$ cat src/rtl/pulse_injector.sv
// Synthetic detector-pulse source: baseline plus linear-rise / flat-top /
// exponential-decay pulse, with a gate and the exact gated sample sum.
module pulse_injector #(
  parameter int DATA_W      = 14,
  parameter int BASELINE    = 200,
  parameter int RISE_SHIFT  = 2,
  parameter int DECAY_SHIFT = 2,
  parameter int SUM_W       = 30
) (
  input  logic              clk,
  input  logic              rst,
  input  logic              start,
  input  logic              abort,
  input  logic [DATA_W-1:0] amplitude,
  input  logic [7:0]        width,
  output logic [DATA_W-1:0] data_out,
  output logic              gate_out,
  output logic              busy,
  output logic              done,
  output logic [SUM_W-1:0]  expected_sum,
  output logic [15:0]       pulse_count
);

  typedef enum logic [1:0] {IDLE, RISE, FLAT, DECAY} state_t;

  localparam int PW = DATA_W + RISE_SHIFT + 1;
  localparam logic [DATA_W-1:0]   A_MAX  = DATA_W'((2**DATA_W) - 1 - BASELINE);
  localparam logic [DATA_W-1:0]   BASE   = DATA_W'(BASELINE);
  localparam logic [RISE_SHIFT:0] K_LAST = (RISE_SHIFT+1)'((2**RISE_SHIFT) - 1);

  // Product kept wide so the ramp is exact before the shift.
  function automatic logic [DATA_W-1:0] rise_e(input logic [DATA_W-1:0] a,
                                               input logic [RISE_SHIFT:0] k);
    logic [PW-1:0] p;
    p = PW'(a) * (PW'(k) + PW'(1));
    return DATA_W'(p >> RISE_SHIFT);
  endfunction

  state_t            state_q, state_d;
  logic [RISE_SHIFT:0] k_q, k_d;
  logic [7:0]        cnt_q, cnt_d, w_q, w_d;
  logic [DATA_W-1:0] a_q, a_d, e_q, e_d, data_q, data_d, a_clip;
  logic              gate_q, gate_d, busy_q, busy_d, done_q, done_d;
  logic [SUM_W-1:0]  sum_q, sum_d;
  logic [15:0]       count_q, count_d;

  always_comb begin
    state_d = state_q;
    k_d     = k_q;
    cnt_d   = cnt_q;
    a_d     = a_q;
    w_d     = w_q;
    e_d     = e_q;
    gate_d  = 1'b0;
    done_d  = 1'b0;
    count_d = count_q;
    // The sum trails the sample stream by one cycle, so it is final in the done cycle.
    sum_d   = gate_q ? sum_q + SUM_W'(data_q) : sum_q;
    a_clip  = (amplitude > A_MAX) ? A_MAX : amplitude;

    unique case (state_q)
      IDLE: begin
        if (start && !abort) begin
          a_d     = a_clip;
          w_d     = (width == 8'd0) ? 8'd1 : width;
          k_d     = '0;
          e_d     = rise_e(a_clip, '0);
          state_d = RISE;
          gate_d  = 1'b1;
          sum_d   = '0;
        end
      end
      RISE: begin
        gate_d = 1'b1;
        if (k_q == K_LAST) begin
          state_d = FLAT;
          cnt_d   = 8'd1;
          e_d     = a_q;
        end else begin
          k_d = k_q + (RISE_SHIFT+1)'(1);
          e_d = rise_e(a_q, k_q + (RISE_SHIFT+1)'(1));
        end
      end
      FLAT: begin
        gate_d = 1'b1;
        if (cnt_q == w_q) begin
          state_d = DECAY;
          e_d     = a_q - (a_q >> DECAY_SHIFT);
        end else begin
          cnt_d = cnt_q + 8'd1;
        end
      end
      DECAY: begin
        if ((e_q >> DECAY_SHIFT) == '0) begin
          state_d = IDLE;
          done_d  = 1'b1;
          count_d = count_q + 16'd1;
        end else begin
          e_d    = e_q - (e_q >> DECAY_SHIFT);
          gate_d = 1'b1;
        end
      end
    endcase

    if (abort && state_q != IDLE) begin
      state_d = IDLE;
      gate_d  = 1'b0;
      done_d  = 1'b0;
      count_d = count_q;
    end

    data_d = gate_d ? BASE + e_d : BASE;
    busy_d = (state_d != IDLE);
  end

  always_ff @(posedge clk or posedge rst) begin
    if (rst) begin
      state_q <= IDLE;
      k_q     <= '0;
      cnt_q   <= '0;
      a_q     <= '0;
      w_q     <= '0;
      e_q     <= '0;
      data_q  <= BASE;
      gate_q  <= 1'b0;
      busy_q  <= 1'b0;
      done_q  <= 1'b0;
      sum_q   <= '0;
      count_q <= '0;
    end else begin
      state_q <= state_d;
      k_q     <= k_d;
      cnt_q   <= cnt_d;
      a_q     <= a_d;
      w_q     <= w_d;
      e_q     <= e_d;
      data_q  <= data_d;
      gate_q  <= gate_d;
      busy_q  <= busy_d;
      done_q  <= done_d;
      sum_q   <= sum_d;
      count_q <= count_d;
    end
  end

  assign data_out     = data_q;
  assign gate_out     = gate_q;
  assign busy         = busy_q;
  assign done         = done_q;
  assign expected_sum = sum_q;
  assign pulse_count  = count_q;

endmodule
$ cat config.mk
export PLATFORM = sky130hd
export DESIGN_NAME = pulse_injector
export DESIGN_NICKNAME = d
export VERILOG_FILES = /design/src/rtl/pulse_injector.sv
export SDC_FILE = /design/constraint.sdc
export NUM_CORES = 1
export LEC_CHECK = 0
export CORE_MARGIN = 2
export CORE_UTILIZATION = 45
export CTS_BUF_LIST = sky130_fd_sc_hd__clkbuf_2 sky130_fd_sc_hd__clkbuf_4 sky130_fd_sc_hd__clkbuf_8
export CTS_CLUSTER_SIZE = 16
export DETAILED_ROUTE_END_ITERATION = 12
export DONT_BUFFER_PORTS = 1
export GPL_ROUTABILITY_DRIVEN = 0
export SYNTH_ARGS = -nofsm -noshare
export SYNTH_HDL_FRONTEND = slang
export SYNTH_SLANG_ARGS = --single-unit
export TNS_END_PERCENT = 1
$ cat constraint.sdc
create_clock -name clk -period 6.6 [get_ports clk]
set_clock_uncertainty 0.2 [all_clocks]
set_input_delay 0.66 -clock clk [delete_from_list [all_inputs] [get_ports clk]]
set_output_delay 0.66 -clock clk [all_outputs]
set_load 0.01 [all_outputs]
======== Word level (Yosys, flattened, before mapping) ========
Index checks and enable logic that the tools add are counted.
word-level totals
  latch bits .............................. 0
  memory bits (writable) .................. 0
  register bits ........................... 112
  output and inout bits ................... 63
  memory bits (read-only) ................. 0
  bits of input ports ..................... 26
  memories ................................ 0
  word-level logic and storage cells ...... 77
cells by class
  $add $sub $neg .......................... 8
  div/mod/pow operators ................... 0
  $lt $le $gt $ge ......................... 1
  bitwise logic cells ..................... 1
  reductions and logical operators ........ 15
  multipliers ............................. 1
  mux-type cells .......................... 30
  shifts and indexed selects .............. 0
  eq/ne operators ......................... 9
operator list
  kind                                                    number
  2-to-1 mux 30 bit                                       3
  2-to-1 mux 14 bit                                       6
  case mux 14 bit (4 select lines)                        1
  adder 30 x 14 -> 30 bit                                 1
  subtractor 14 x 12 -> 14 bit                            2
  2-to-1 mux 8 bit                                        3
  adder 16 x 1 -> 16 bit (second input constant)          1
  multiplier 14 x 4 -> 16 bit                             1
  case mux 8 bit (2 select lines)                         1
  adder 8 x 14 -> 14 bit (first input constant)           1
  greater-than comparator 14 bit (second input constant)  1
  logical NOT 14 bit                                      1
  2-to-1 mux 2 bit                                        5
  AND reduction 3 bit                                     3
  adder 8 x 1 -> 8 bit (second input constant)            1
  equality test 8 bit                                     1
  logical NOT 8 bit                                       1
  inequality test 2 bit (second input constant)           4
  case mux 2 bit (4 select lines)                         1
  nonzero test 2 bit                                      4
  2-to-1 mux 1 bit                                        6
  2-to-1 mux 3 bit                                        2
  case mux 3 bit (2 select lines)                         1
  adder 3 x 1 -> 4 bit (second input constant)            1
  11 further kinds                                        13

======== Longest topological paths before layout ========
  depth after elaboration ................. 7
  gate-level depth with buffers ........... 22
  depth with buffers taken out ............ 20

======== Worst setup path before layout ========
No wires, ideal clock.
  path kind ............................... flip-flop to flip-flop
  from .................................... register k_q[0]
  to ...................................... register data_q[13], in the netlist data_out[13]
  buffers on the path ..................... 2
  path slack .............................. 1104 ps
  library setup time ...................... 134 ps
  arrival ................................. 5162 ps
  required time ........................... 6266 ps
  stages on the path, launching flop included .. 20
  clock period less this slack ............ 5496 ps
  path through ............................ dfrtp_1 -> clkbuf_1 -> inv_1 -> ha_1 -> nor3_1 -> clkbuf_1 -> nand2_1 -> fa_1 -> inv_1 -> fa_1 -> fa_1 -> a21oi_1 -> nor2_1 -> o32a_1 -> a41oi_1 -> mux2_2 -> o41ai_1 -> a21o_1 -> or3_1 -> a21oi_1
on the way
  cells in the longest elaborated chain, start to end .. 7
  elaborated cells between the ends (all ways) .. 8
  those cells by class .................... add/sub (3); mul (1); eq/ne (1); mux (3)
ends and longest elaborated chain
  what                                  line  source
  from (decl)                           40    logic [RISE_SHIFT:0] k_q, k_d;
  from (signal assigned)                132   k_q <= k_d;
  adder 3 x 1 -> 3 bit                  81    e_d = rise_e(a_q, k_q + (RISE_SHIFT+1)'(1));
  adder 3 x 1 -> 4 bit                  35    p = PW'(a) * (PW'(k) + PW'(1));
  multiplier 14 x 4 -> 16 bit           35
  2-to-1 mux 14 bit (*)                 75    if (k_q == K_LAST) begin
  case mux 14 bit (4 select lines) (*)  61    unique case (state_q)
  adder 8 x 14 -> 14 bit (*)            112   data_d = gate_d ? BASE + e_d : BASE;
  2-to-1 mux 14 bit (*)                 112
  via data_d[13]                        42    logic [DATA_W-1:0] a_q, a_d, e_q, e_d, data_q, data_d, a_clip;
  to (signal assigned)                  137   data_q <= data_d;
  to (decl)                             42
The timed path passes the listed nets; every way through them passes the cells marked *.
A chain may end at the register's enable or synchronous reset.

======== Final worst setup path ========
Ends and elaborated chain as after synthesis.

==> impl_metrics.ini <==
[pwr]
comb_power_share_pct = 68.5
vdd_ir_drop_max_mv = 0.160
switchingPower_w = 0.00271
power.leakage_nw = 4.41
p_int_w = 0.00249
seqPwrFrac_pct = 23.5
clkPwrFrac_pct = 8.0
p_per_area_nw_per_um2 = 542
swShare_pct = 52.1

[route]
first_pass_iters = 5
via_per_inst = 5.85
antenna_left = 0
totalWireLength_um = 25000
drc = 0
vias = 7694
drt_iter0_drc = 614
routedWlPerCell_um = 19.0

[sta]
slew_headroom_pct = 30.5
finalCritPeriodShare_pct = 92.6
finalCriticalPeriod_ns = 6.11
tightest_slew_ns = 1.04
final_hold_viol_count = 0
fmax_mhz = 164
drv_slew = 0
tns_ns = 0
rsz0062_at_grt = no
hold_ws_ns = 0.168
finalSetupViolCount = 0

[critical_path]
cp_data_required_time_ns = 6.72
startpoint_type = flop
cp_max_fo = 17
end_kind = flop
crit_type = flop to flop
arrival_ns = 6.23

[global_route]
grt_max_degree = 81
grt_pass1_wl_um = 40800
grt_overflow = 0
grt_pass1_vias = 7576
antenna_found_initial = 0
grt_usage_pct = 23.9

[placed_design]
port_buffers = 0
hpwl_um = 19200
dp_cells = 1298

[finish]
fillCellCount = 1988
layout-drive-gt1-share_pct = 6.22
final_cells = 1315
fin_nets = 1157
syn2layout_area_growth_pct = 5.22
n_antenna_cell = 0
ff_latch_area_um2 = 2810
multi_input_area_um2 = 5880

[yosys]
synth_top_family_by_area = simple AND/OR/NAND/NOR gates
synth.most_common_cell = nand2_1
synth_top_cell_area_share_pct = 29.9
synthDistinctLibCells = 79
syn_area_um2 = 9130
synth-xor-area-share_pct = 7.49
synthFlopType = dfrtp_1
synth_fa_ha_area_share_pct = 14.7
yosys.area_share.simple_pct = 21.3
synth_compound_area_share_pct = 18.1
ys_seq_area_share_pct = 30.8
synthCells = 1054
syn_area_per_cell_um2 = 8.66
synth.area.top_cells = dfrtp_1 (30%), ha_1 (8.8%), fa_1 (5.9%)
synthArstFlopShare_pct = 100
synth_seq_cells = 112
syn_nets = 1171
synth_top_cell_by_area = dfrtp_1
yosys_warnings = 0
muxShareOfSynthArea_pct = 2.69
synth_edf_count = 0
synth_commonest_cells = nand2_1 (116), dfrtp_1 (109), nor2_1 (85)

[floorplanning]
die_area_um2 = 21400
fp.dieW_um = 146
num_rows = 52
core_area_um2 = 20000
die-height_um = 146
initial_core_util_pct = 45.5
ios = 89

[clock_network]
cts.htree.levels = 3
cts_hold_buf = 1
cts.sinks = 112
cts-root-buf = clkbuf_8
cts_tree = built
cts_resized = 0
cts.clk_slew.worst_paths_ns = 0.11
clock_path_buffers = 2
clock_latency_ns = 0.40
cts_setup_buffers = 0
cts-buffers-inserted = 9

[min_path]
hold_class = input pin to flop

[outcome]
status = complete, no violations

[job]
maxCapViolations = 0
==> routing by layer <==
| layer | wire (um) | track usage [%] |
|---|---|---|
| met5 | 0 | 0 |
| met4 | 556 | 7.23 |
| met3 | 1650 | 5.25 |
| met2 | 11400 | 37.4 |
| met1 | 11400 | 33.2 |
==> worst max-delay path: stages (launching register included) <==
cell and delay [ns]:
dfrtp_1 0.71, inv_1 0.20, ha_1 0.38, nor3_1 0.19, buf_4 0.21, nand2_1 0.09
fa_1 0.54, inv_1 0.06, fa_1 0.52, fa_1 0.49, a21oi_1 0.26, nor2_1 0.12
o32a_1 0.36, a41oi_1 0.24, mux2_2 0.37, o41ai_1 0.68, a21o_1 0.16, o21ai_1 0.06
a21oi_1 0.17
==> registers in the layout, summed over array words and instances (netlist names) <==
name	count
cnt_q	8
pulse_count	16
busy	1
state_q	2
e_q	14
w_q	8
gate_out	1
k_q	3
expected_sum	30
done	1
data_out	14
a_q	14
==> metrics by stage <==
step                area, um2  setup WS (ns)  power (W)  utilization, %
finish                   9600          0.491    0.00520            47.9
global placement         9410          0.785    0.00471            46.9
detailed placement       9410          0.610    0.00475            46.9
floorplan                9130           1.10    0.00389               -
global route             9600          0.116    0.00573            47.9
CTS                      9600          0.556    0.00519            47.9
==> power groups by stage <==
stage                     Sequential, W  Combinational [W]  Clock, W
after global routing            0.00125            0.00402  0.000452
after CTS                       0.00122            0.00354  0.000430
after global placement          0.00123            0.00348         0
after detailed placement        0.00123            0.00352         0
after floorplan                 0.00109            0.00280         0
final                           0.00122            0.00357  0.000415
==> cell families (layout without fill, tap and decap cells) <==
logic type,after synthesis,count (layout)
AO/OA/AOI/OAI,241,241
XOR/XNOR,78,78
adder cells (fa/ha/maj),91,91
buffers and inverters,119,110
flip-flops,112,112
multiplexers,24,24
AND/OR/NAND/NOR,389,389
==> final timing paths <==
kind / from / to / slack (ns) / cells past startpoint
min in group asynchronous: rst / pulse_count[15] / 0.53 / 2
setup / recovery: k_q[0] / data_out[13] / 0.49 / 18
max in group asynchronous: rst / a_q[5] / 4.28 / 3
hold / removal: width[2] / w_q[2] / 0.17 / 2
hold reg to reg: w_q[6] / w_q[6] / 0.32 / 2
setup reg to reg: k_q[0] / data_out[13] / 0.49 / 18
==> cell usage in the layout (no fill, tap or decap), drive strengths merged, types with 9 or more instances in the layout <==
| master | n |
|---|---|
| nand2 | 117 |
| dfrtp | 109 |
| nor2 | 85 |
| inv | 84 |
| ha | 64 |
| o21ai | 64 |
| a21oi | 53 |
| and2 | 46 |
| xor2 | 43 |
| xnor2 | 35 |
| nor3 | 27 |
| fa | 27 |
| nand3 | 22 |
| mux2i | 20 |
| and3 | 18 |
| nand4 | 17 |
| a21o | 14 |
| a31oi | 12 |
| o211ai | 12 |
| nor4 | 12 |
| clkbuf | 11 |
| buf | 9 |
==> final cells by class <==
type / instances / share of cell area, %
multi-input cells: 823 / 61.2
flip-flops and latches: 112 / 29.2
well taps: 270 / 3.52
inverters: 84 / 3.31
clock buffers: 11 / 1.51
repair buffers: 10 / 0.808
clock inverters: 5 / 0.430
No activity file was read; power rests on OpenSTA's default activity.
